### src/rtl/cache_mem_arb_pkg.sv
// Shared types for the cache/memory arbiter: FSM state, owner encoding and
// the beat counter width helper.
package cache_mem_arb_pkg;

    typedef enum logic [1:0] {
        IDLE  = 2'd0,
        REQ   = 2'd1,
        RDATA = 2'd2,
        WDATA = 2'd3
    } state_t;

    typedef enum logic {
        OWN_I = 1'b0,
        OWN_D = 1'b1
    } owner_t;

    // A single-beat burst still needs a 1-bit counter to compare against.
    function automatic int beat_cnt_w(input int burst_len);
        return (burst_len > 1) ? $clog2(burst_len) : 1;
    endfunction

endpackage

### src/rtl/rr_arb2.sv
// Two-input combinational picker for the icache/dcache refill paths.
// Define CACHE_MEM_ARB_DATA_PRIO_EN to give the dcache fixed priority.
module rr_arb2
    import cache_mem_arb_pkg::*;
(
    input  logic   i_valid_i,
    input  logic   d_valid_i,
    input  owner_t last_owner_i,
    output owner_t winner_o
);

    always_comb begin
        winner_o = OWN_I;
`ifdef CACHE_MEM_ARB_DATA_PRIO_EN
        if (d_valid_i) begin
            winner_o = OWN_D;
        end
`else
        // On a tie the requester that did not own the last burst wins.
        if (d_valid_i && (!i_valid_i || last_owner_i == OWN_I)) begin
            winner_o = OWN_D;
        end
`endif
    end

endmodule

### src/rtl/cache_mem_arbiter.sv
// Shares one memory request port between icache refills and dcache
// refill/writeback bursts. Grant policy lives in rr_arb2 (CACHE_MEM_ARB_DATA_PRIO_EN).
//
// state | meaning
// IDLE  | no burst; picks a winner and latches owner/rnw/addr
// REQ   | mem_req_valid up, waiting for mem_req_ready
// RDATA | read beats pass straight from memory to the owner
// WDATA | dcache write beats pass straight to memory
module cache_mem_arbiter
    import cache_mem_arb_pkg::*;
#(
    parameter int ADDR_W    = 32,
    parameter int DATA_W    = 128,
    parameter int BURST_LEN = 4
) (
    input  logic              clk,
    input  logic              rst,
    input  logic              i_req_valid,
    input  logic [ADDR_W-1:0] i_req_addr,
    output logic              i_req_ready,
    output logic              i_rdata_valid,
    input  logic              d_req_valid,
    input  logic              d_req_rnw,
    input  logic [ADDR_W-1:0] d_req_addr,
    output logic              d_req_ready,
    input  logic [DATA_W-1:0] d_wdata,
    output logic              d_wdata_ready,
    output logic              d_rdata_valid,
    output logic [DATA_W-1:0] rdata,
    output logic              mem_req_valid,
    output logic              mem_req_rnw,
    output logic [ADDR_W-1:0] mem_req_addr,
    input  logic              mem_req_ready,
    output logic [DATA_W-1:0] mem_wdata,
    output logic              mem_wdata_valid,
    input  logic              mem_wdata_ready,
    input  logic [DATA_W-1:0] mem_rdata,
    input  logic              mem_rdata_valid,
    output logic              busy,
    output logic              proto_err
);

    localparam int BEAT_W = beat_cnt_w(BURST_LEN);
    localparam logic [BEAT_W-1:0] LAST_BEAT = BEAT_W'(BURST_LEN - 1);

    state_t              state_q;
    owner_t              owner_q;
    logic                rnw_q;
    logic [ADDR_W-1:0]   addr_q;
    logic [BEAT_W-1:0]   beat_cnt_q;
    logic                proto_err_q;
    owner_t              grant;

    rr_arb2 u_arb (
        .i_valid_i    (i_req_valid),
        .d_valid_i    (d_req_valid),
        .last_owner_i (owner_q),
        .winner_o     (grant)
    );

    always_ff @(posedge clk or negedge rst) begin
        if (!rst) begin
            state_q     <= IDLE;
            owner_q     <= OWN_D;
            rnw_q       <= 1'b0;
            addr_q      <= '0;
            beat_cnt_q  <= '0;
            proto_err_q <= 1'b0;
        end else begin
            // Stray beats or accepts are flagged and otherwise ignored.
            if ((mem_rdata_valid && state_q != RDATA) ||
                (mem_req_ready && state_q != REQ)) begin
                proto_err_q <= 1'b1;
            end
            case (state_q)
                IDLE: begin
                    if (i_req_valid || d_req_valid) begin
                        owner_q <= grant;
                        rnw_q   <= (grant == OWN_I) ? 1'b1 : d_req_rnw;
                        addr_q  <= (grant == OWN_I) ? i_req_addr : d_req_addr;
                        state_q <= REQ;
                    end
                end
                REQ: begin
                    if (mem_req_ready) begin
                        beat_cnt_q <= '0;
                        state_q    <= rnw_q ? RDATA : WDATA;
                    end
                end
                RDATA: begin
                    if (mem_rdata_valid) begin
                        if (beat_cnt_q == LAST_BEAT) begin
                            state_q <= IDLE;
                        end else begin
                            beat_cnt_q <= beat_cnt_q + BEAT_W'(1);
                        end
                    end
                end
                WDATA: begin
                    if (mem_wdata_ready) begin
                        if (beat_cnt_q == LAST_BEAT) begin
                            state_q <= IDLE;
                        end else begin
                            beat_cnt_q <= beat_cnt_q + BEAT_W'(1);
                        end
                    end
                end
                default: state_q <= IDLE;
            endcase
        end
    end

    assign busy            = (state_q != IDLE);
    assign proto_err       = proto_err_q;
    assign mem_req_valid   = (state_q == REQ);
    assign mem_req_rnw     = rnw_q;
    assign mem_req_addr    = addr_q;
    assign i_req_ready     = (state_q == REQ) && mem_req_ready && (owner_q == OWN_I);
    assign d_req_ready     = (state_q == REQ) && mem_req_ready && (owner_q == OWN_D);
    assign rdata           = (state_q == RDATA) ? mem_rdata : '0;
    assign i_rdata_valid   = (state_q == RDATA) && mem_rdata_valid && (owner_q == OWN_I);
    assign d_rdata_valid   = (state_q == RDATA) && mem_rdata_valid && (owner_q == OWN_D);
    assign mem_wdata       = (state_q == WDATA) ? d_wdata : '0;
    assign mem_wdata_valid = (state_q == WDATA);
    assign d_wdata_ready   = (state_q == WDATA) && mem_wdata_ready;

endmodule

### config.mk
export PLATFORM = sky130hd
export DESIGN_NAME = cache_mem_arbiter
export DESIGN_NICKNAME = d
export VERILOG_FILES = /design/src/rtl/cache_mem_arb_pkg.sv /design/src/rtl/rr_arb2.sv /design/src/rtl/cache_mem_arbiter.sv
export SDC_FILE = /design/constraint.sdc
export NUM_CORES = 1
export LEC_CHECK = 0
export CAP_MARGIN = 5
export CORE_AREA = 2 2 244 246
export DETAILED_ROUTE_END_ITERATION = 6
export DIE_AREA = 0 0 246 248
export PLACE_DENSITY_LB_ADDON = 0.25
export SETUP_SLACK_MARGIN = 0.02
export SLEW_MARGIN = 20
export SYNTH_ARGS = -nofsm -noshare
export SYNTH_HDL_FRONTEND = slang
export SYNTH_HIERARCHICAL = 1
export SYNTH_SLANG_ARGS = --single-unit
### constraint.sdc
create_clock -name clk -period 1.4 [get_ports clk]
set_clock_uncertainty 0.05 [all_clocks]
set_input_delay 0.21 -clock clk [delete_from_list [all_inputs] [get_ports clk]]
set_output_delay 0.21 -clock clk [all_outputs]
set_load 0.01 [all_outputs]
==> summary.txt <==
Worst setup path
  • Largest fanout on the critical path: 6
  • Cell-by-cell trace of the critical path: and2b_4 -> buf_12 -> buf_12 -> buf_16 -> buf_12 -> and2_4 -> buf_6
  • Cell with the largest stage delay on the worst path: sky130_fd_sc_hd__dfrtp_4
  • Endpoint required time on the critical path: 1.14 ns
  • Reg-to-reg slack, setup: -0.38 ns
  • Reg-to-Reg End: mem_req_addr[2]$_DFFE_PN0P_
  • Data arrival time of the critical path: 1.82 ns
  • Critical path capture point type: output pin
  • Biggest cell delay along the critical path: around 0.50 ns
  • Worst reg2reg startpoint: state_q[1]$_DFFE_PN0P_
  • Startpoint type of the worst setup path: flip-flop
  • Bufs and invs on worst path: 5
  • Critical path class: reg -> out
  • Number of cells on the worst reg-to-reg path: 5
  • Top cell family by delay on the critical path: buffers and inverters
  • Most numerous cell on the critical path: sky130_fd_sc_hd__buf_12

Die
  • Top-level I/O count: 626
  • Core Region: ~58000 µm²
  • Initial Util: 6.78%
  • Die Height: 248 µm
  • Die footprint: 61000 µm²
  • Die W: between 200 and 250 µm
  • Num rows: 89

Pwr
  • Power per Cell Area: 1730 nW/µm²
  • Maximum vdd drop: 0.754 mV
  • Cell leakage power: 6.46 nW
  • Final Total Pwr: 21.1 mW

Yosys
  • Number of warning messages in the yosys log: 6
  • Proportion of register bits with asynchronous set or reset after synthesis: 100%
  • Count of different cell masters after synthesis: 32
  • Commonest register cell after synthesis: sky130_fd_sc_hd__dfrtp_1
  • Synth Net Count: 779
  • Sequential share of the synthesized area: roughly 25%
  • EDFF count, synth: 0
  • Post-synthesis cell area: 3960 µm²
  • Syn avg cell area: 8.80 µm²
  • Flip-flop and latch count after synthesis: 39
  • Gate Count Post-Synth: between 400 and 500

Route
  • Drt total wl: 37600 µm
  • TritonRoute pass-1 iters: 4
  • Mean routed wirelength per cell: about 20 µm
  • Count of vias placed by the detailed router: 5988
  • Detail Route Antenna Nets: 0
  • Initial DRC Count: 222
  • Vias/cell: about 3.2
  • Detailed-route DRC error count: 0

STA
  • Count of final max-slew check failures: 0
  • Setup TNS Final: -140.40 ns
  • Normalized max-slew margin: 63.8%
  • RSZ-0062 raised after global routing: yes
  • Tightest Pin Transition: 0.541 ns
  • Post-layout min period: about 2.1 ns
  • Period utilisation layout: 148%
  • Count of endpoints failing setup in the final report: 336
  • Final Hold Viols: 0
  • Achievable frequency: 482 MHz
  • Worst setup slack after layout: -0.677 ns

GRT
  • Pin count of the biggest net entering global routing: 42
  • Overall track demand over capacity in global routing: 10.9%
  • Global-route wire length before repair: 47000 µm
  • Leftover overflow at the end of global routing: 0
  • Via count of the first global-routing pass: 6091
  • Number of antenna violations at the first check in global routing: 5

Placed design
  • PortBufs: 625
  • Placement Cell Area: 11500 µm²
  • HPWL after detailed placement: between 20000 and 30000 µm
  • Weighted congestion reported at the end of routability-driven placement: around 0.79
  • Post-placement setup slack: -0.617 ns

Layout
  • Final Cell Area: roughly 12000 µm²
  • Synthesis-to-layout area growth: 208%
  • Final-stage net count: 1448
  • Share of post-route cells with drive strength above 1: about two fifths

Clock tree
  • Clock tree from TritonCTS: built
  • H-tree depth: 2
  • Clock slew at the register clock pins of the worst setup and hold paths: around 0.07 ns
  • Clock root cell: sky130_fd_sc_hd__clkbuf_16
  • Total CTS buffers: 5
  • Worst skew pair latency: 0.30 ns
  • Clk sink count: 39
  • Maximum root-to-sink buffer count: 2

Run
  • Number of max-cap violations: 0

Hold path
  • Worst min path class: in -> async

Outcome
  • Failing checks: negative setup slack
  • Run status: finished with violations
==> flip-flops by register name, indices dropped and copies added, names as in the netlist <==
register / count
mem_req_rnw: 1
proto_err: 1
owner_q: 1
state_q: 2
mem_req_addr: 32
beat_cnt_q: 2
==> worst min-delay path, stage by stage <==
cell and delay (ns):
sky130_fd_sc_hd__dlygate4sd3_1 0.52, sky130_fd_sc_hd__buf_2 0.12, sky130_fd_sc_hd__buf_12 0.25
==> layer usage <==
| metal | share of wire, % | track usage, % | wire [µm] | up-vias |
|---|---|---|---|---|
| met1 | 37 | 12.0 | 13800 | 2762 |
| met4 | 1.7 | 2.53 | 622 | 4 |
| li1 | - | - | - | 2876 |
| met2 | 52 | 19.8 | 19700 | 318 |
| met3 | 9.3 | 4.08 | 3480 | 28 |
| met5 | 0.072 | 0 | 27 | - |
==> cells by family (layout without fill, tap and decap cells) <==
kind of cell / Yosys count / count (layout) / share of synthesized area, %
AND/OR/NAND/NOR: 281 / 281 / 44.4
multiplexers: 66 / 66 / 21.6
buffers and inverters: 52 / 722 / 6.95
flip-flops: 39 / 39 / 24.7
AO/OA/AOI/OAI: 11 / 11 / 2.02
adder cells (fa/ha/maj): 1 / 1 / 0.316
other: 0 / 4 / 0
==> how the worst max path moves through the flow <==
stage / cells past startpoint / end / slack, ns / startpoint
detailed placement: 4 / rdata[35] / -0.62 / state_q[0]$_DFFE_PN0P_
CTS: 7 / rdata[9] / -0.74 / state_q[1]$_DFFE_PN0P_
floorplan: 5 / mem_req_addr[12]$_DFFE_PN0P_ / -0.14 / owner_q$_DFFE_PN1P_
finish: 7 / rdata[98] / -0.68 / state_q[1]$_DFFE_PN0P_
global placement: 5 / mem_req_addr[5]$_DFFE_PN0P_ / -0.67 / i_req_valid
global route: 7 / rdata[98] / -0.71 / state_q[1]$_DFFE_PN0P_
==> Yosys cell counts (2+ instances only) <==
cell                       count  share of area, %
sky130_fd_sc_hd__nand2_1       4              0.38
sky130_fd_sc_hd__dfrtp_1      38                24
sky130_fd_sc_hd__clkbuf_1     40               3.8
sky130_fd_sc_hd__and3_1      131                21
sky130_fd_sc_hd__nand2b_1      4              0.63
sky130_fd_sc_hd__a21oi_1       3              0.38
sky130_fd_sc_hd__mux2_2       36                10
sky130_fd_sc_hd__nor2b_1       2              0.32
sky130_fd_sc_hd__nor2_1        4              0.38
sky130_fd_sc_hd__buf_2         4              0.51
sky130_fd_sc_hd__mux2_4       30                11
sky130_fd_sc_hd__buf_12        3               1.5
sky130_fd_sc_hd__and2_1      130                21
sky130_fd_sc_hd__buf_6         3              0.85
==> cells in the final DEF, fill, tap and decap left out, drive strengths merged, types with 5 or more instances in the layout <==
cell type      count
buf              240
and3             131
clkbuf            45
and2             130
clkdlybuf4s50    360
nor2               5
mux2              66
clkdlybuf4s15      6
dfrtp             38
dlymetal6s2s      59
dlygate4sd2        7
==> metrics by stage <==
step / hold slack (ns) / cells / util, %
2_1_floorplan: -0.136 / 450 / -
3_3_place_gp: 0.172 / 1841 / 19.6
3_5_place_dp: 0.179 / 1841 / 19.6
4_1_cts: 0.376 / 1883 / 20.7
5_1_grt: 0.394 / 1896 / 20.9
6_report: 0.373 / 1897 / 20.9
==> where the power goes <==
part / total (mW) / switching, mW / internal (mW)
clock: 1.61 / 0.575 / 1.04
sequential: 2.10 / 0.381 / 1.72
combinational: 17.4 / 7.30 / 10.1
==> repair_timing <==
| item | 4_1_cts | 5_1_grt |
|---|---|---|
| gates cloned | 10 | 5 |
| setup buffers | 23 | 7 |
| resized for setup | 713 | 210 |
| setup endpoints to repair | 336 | 337 |
| pin swaps | 20 | 14 |
| endpoints found under the hold margin | 38 | 0 |
| hold buffers | 1 | 0 |
==> cell type report <==
type	count	area, µm²
antenna	4	10.0
timing repair buffer	713	7140
multi-input combinational	359	2900
tap	773	967
clock buffer	5	125
fill	6456	46300
sequential	39	982
clock inverter	3	71.3
inverter	1	3.75
No activity file was read; power rests on OpenSTA's default activity.
==> patch 1: new RTL, same flow settings <==
The 4 states of `state_t` get a one-hot encoding in 4 bits.
--- a/src/rtl/cache_mem_arb_pkg.sv
+++ b/src/rtl/cache_mem_arb_pkg.sv
@@ -2,11 +2,11 @@
 // the beat counter width helper.
 package cache_mem_arb_pkg;
 
-    typedef enum logic [1:0] {
-        IDLE  = 2'd0,
-        REQ   = 2'd1,
-        RDATA = 2'd2,
-        WDATA = 2'd3
+    typedef enum logic [3:0] {
+        IDLE  = 4'b0001,
+        REQ   = 4'b0010,
+        RDATA = 4'b0100,
+        WDATA = 4'b1000
     } state_t;
 
     typedef enum logic {
Function: no difference found for any inputs over 10 cycles, from zero or initial values and one cycle with rst low; not proved beyond that.
==> patch 1 against the original RTL <==
- the run still ends with negative setup slack left
- worst setup slack got worse by 0.27 ns
- area after synthesis shrank 1.3%
- synthesized cell count up 12%
- final area grew 8.6%
- total power down 31%
- sequential power is essentially flat
- highest routed layer unchanged
- wire length grew 11%
- die area unchanged
- clock power shrank 2%
- sequential cell count grew 2
- utilization is 1.8 points higher
==> patch 1: results <==
set metrics [dict create \
    yosysWarnings 6 \
    dpl_worst_slack_ns -0.737 \
    yosysSeqAreaShare_pct 26.3 \
    critPathCapture "mem_wdata[91]" \
    synth_nets 834 \
    combPwrFrac_pct 74.9 \
    r2r_cells 8 \
    setup_viol 338 \
    max_slew_margin_pct 73.5 \
    routabilityCongestion 0.814 \
    power.internal_mw 8.99 \
    ys_types 40 \
    crit_path_start "state_q[2]" \
    cts_setup_buffers 9 \
    dp_hpwl_um 31800 \
    layout_setup_ws_ns -0.950 \
    violations "negative setup slack" \
    postCtsHoldBufs 1 \
    synth_area_leaders "dfrtp_1 25%, and3_1 21%, and2_1 21%" \
    numCtsBuffers 5 \
    wire_per_inst_um 20.6 \
    finalSetupTns_ns -184.75 \
    via_count 6779 \
    fin_nets 1579 \
    track_usage_pct 11.1 \
    reg2reg_setup_slack_ns -0.47 \
    clk_latency_ns 0.29 \
    leakage_nw 6.22 \
    io_buffer_count 625 \
    finalHoldViolations 0 \
    critPathMaxFanout 10 \
    min_path_type "input pin to asynchronous set/reset pin" \
    first_iter_violations 314 \
    grt_pass1_wl_um 47700 \
    grt_start_max_net_pins 40 \
    ctsLongestPathBuffers 2 \
    layout-drive-gt1-share_pct 46.4 \
    comb-power_mw 10.9 \
    p_clk_mw 1.57 \
    grt_antenna_before_repair 6 \
    irDropWorstVdd_mv 0.515 \
    fillers 6460 \
    grt_pass1_vias 6017 \
    status "finished with violations" \
    synthTopCellsByCount "131 x and3_1, 129 x and2_1, 39 x dfrtp_1" \
    r2r_end "beat_cnt_q[0]" \
    ctsResizeCount 202 \
    cp.arrival_ns 2.09 \
]
[patch 1: kinds of logic (layout without fill, tap and decap cells)]
logic type | Yosys count | count (layout) | share of synthesized area [%]
AO/OA/AOI/OAI | 47 | 47 | 7.42
adder cells (fa/ha/maj) | 1 | 1 | 0.320
buffers and inverters | 61 | 807 | 7.61
flip-flops | 41 | 41 | 26.3
multiplexers | 37 | 37 | 9.60
other | 0 | 2 | 0
AND/OR/NAND/NOR | 318 | 318 | 48.8
[patch 1: worst max-delay path: stages (launching register included)]
cell and delay (ns):
dfrtp_1 0.40, nand2b_4 0.16, nor3_4 0.13, buf_4 0.17
clkbuf_16 0.15, buf_12 0.11, and2_1 0.14, clkdlybuf4s50_1 0.53
[patch 1: metal layers]
layer / up-vias / part of all wire, % / GRT usage (%)
li1: 3205 / - / -
met1: 3165 / 39 / 13.5
met2: 373 / 47 / 17.3
met3: 30 / 11 / 5.24
met4: 6 / 1.8 / 3.05
met5: - / 0.098 / 0
[patch 1: cell type report]
class	instances	area share, %
Clock buffer	5	0.945
Clock inverter	3	0.520
Inverter	4	0.113
Timing Repair Buffer	795	59.5
Multi-Input combinational cell	403	23.8
Tap cell	773	7.30
Sequential cell	41	7.78
Antenna cell	2	0.0378
[patch 1: how the worst min path moves through the flow]
stage / depth (start not counted) / endpoint / from / slack, ns
final: 2 / mem_req_addr[18] / rst / 0.28
after global routing: 2 / mem_req_addr[14] / rst / 0.29
after CTS: 2 / mem_req_addr[21] / rst / 0.27
after detailed placement: 1 / mem_req_addr[21] / rst / 0.07
after global placement: 1 / mem_req_addr[21] / rst / 0.07
after floorplan: 0 / beat_cnt_q[0] / rst / -0.14
[patch 1: stage by stage]
stage               cells  area [um2]
floorplan             505        3980
global placement     1909       11500
detailed placement   1909       11500
CTS                  1932       12000
global route         2026       13200
finish               2026       13200
==> patch 2: new RTL, same flow settings <==
Without the edit above. The parameter `BURST_LEN` goes from 4 to 2.
--- a/src/rtl/cache_mem_arbiter.sv
+++ b/src/rtl/cache_mem_arbiter.sv
@@ -11,7 +11,7 @@
 #(
     parameter int ADDR_W    = 32,
     parameter int DATA_W    = 128,
-    parameter int BURST_LEN = 4
+    parameter int BURST_LEN = 2
 ) (
     input  logic              clk,
     input  logic              rst,
Function: changed (a bounded check fails within 10 cycles, from zero or initial values and one cycle with rst low).
==> patch 2 against the original RTL <==
- the run still ends with negative setup slack left
- critical path type unchanged
- combinational power grew 11%
- sequential cell count shrank 1
- count of clock-buffer cells in the layout is the same
- area after synthesis shrank 2.8%
- sequential share of layout area shrank 1.1 points
- wire length grew 11%
- worst setup slack gained 0.024 ns
- final area grew 13%
- total power grew 9.4%
- via count grew 4.0%
==> patch 2: results <==
set metrics [dict create \
    clk_share_pct 1.41 \
    regArea_um2 960 \
    wl_met2_um 21500 \
    met2_usage_pct 22.3 \
    synth_area_leaders "dfrtp_1 24%, and3_1 21%, and2_1 21%" \
    irDropWorstVdd_mv 0.655 \
    worst_pin_slew_ns 0.476 \
    final-nonclk-buf-share_pct 59.3 \
    r2r_cells 6 \
    routabilityCongestion 0.877 \
    synthMuxAreaShare_pct 22.1 \
    status "finished with violations" \
    violations "negative setup slack" \
    crit_path_start "state_q[0]" \
    met3WireLength_um 4020 \
    cp.arrival_ns 1.79 \
    nMultiInputCombCells 352 \
    synthTopCellsByCount "131 x and3_1, 129 x and2_1, 41 x clkbuf_1" \
    critPathCapture "rdata[112]" \
    ys_types 25 \
    setup_viol 334 \
    layout_setup_ws_ns -0.652 \
    grt_use_met1_pct 12.7 \
    synth_nets 770 \
    grt_start_max_net_pins 37 \
    reg2reg_setup_slack_ns -0.58 \
    grt_util_met3_pct 4.96 \
    synthAdderAreaFrac_pct 0 \
    dp_hpwl_um 33700 \
    drt-met1-wl_um 15400 \
    design.seq.count 38 \
    synth-compound-area-share_pct 1.56 \
    multi_input_area_mm2 0.00348 \
    grt_pass1_vias 6100 \
    n_all_buffers 759 \
    grt_pass1_wl_um 50600 \
    vias_per_cell 3.22 \
    hold_slack_ns 0.353 \
    leakage_nw 6.03 \
    critPathMaxFanout 8 \
]
## patch 2: per-stage QoR
stage	total power, mW	cells	setup TNS [ns]	setup slack (ns)	instance area, um2
3_5_place_dp	16.2	1840	-158.06	-0.673	11600
6_report	23.1	1935	-154.85	-0.652	13800
5_1_grt	24.4	1932	-173.39	-0.708	13800
3_3_place_gp	16.3	1840	-154.59	-0.652	11600
2_1_floorplan	8.30	442	-5.75	-0.150	4210
4_1_cts	19.0	1870	-203.96	-0.940	12100
## patch 2: repair_timing
item | CTS | global route
gates cloned | 4 | 21
endpoints found under the hold margin | 9 | 0
buffers inserted | 17 | 48
pin swaps | 0 | 82
hold buffers | 1 | 0
gates resized for setup | 505 | 773
endpoints found under the setup margin | 334 | 334
## patch 2: power by group
| part | leakage, nW | internal [mW] | switching, mW | total (mW) |
|---|---|---|---|---|
| Sequential | 0.438 | 1.69 | 0.372 | 2.06 |
| Combinational | 5.50 | 12.0 | 7.43 | 19.4 |
| Clock | 0.0940 | 1.03 | 0.533 | 1.56 |
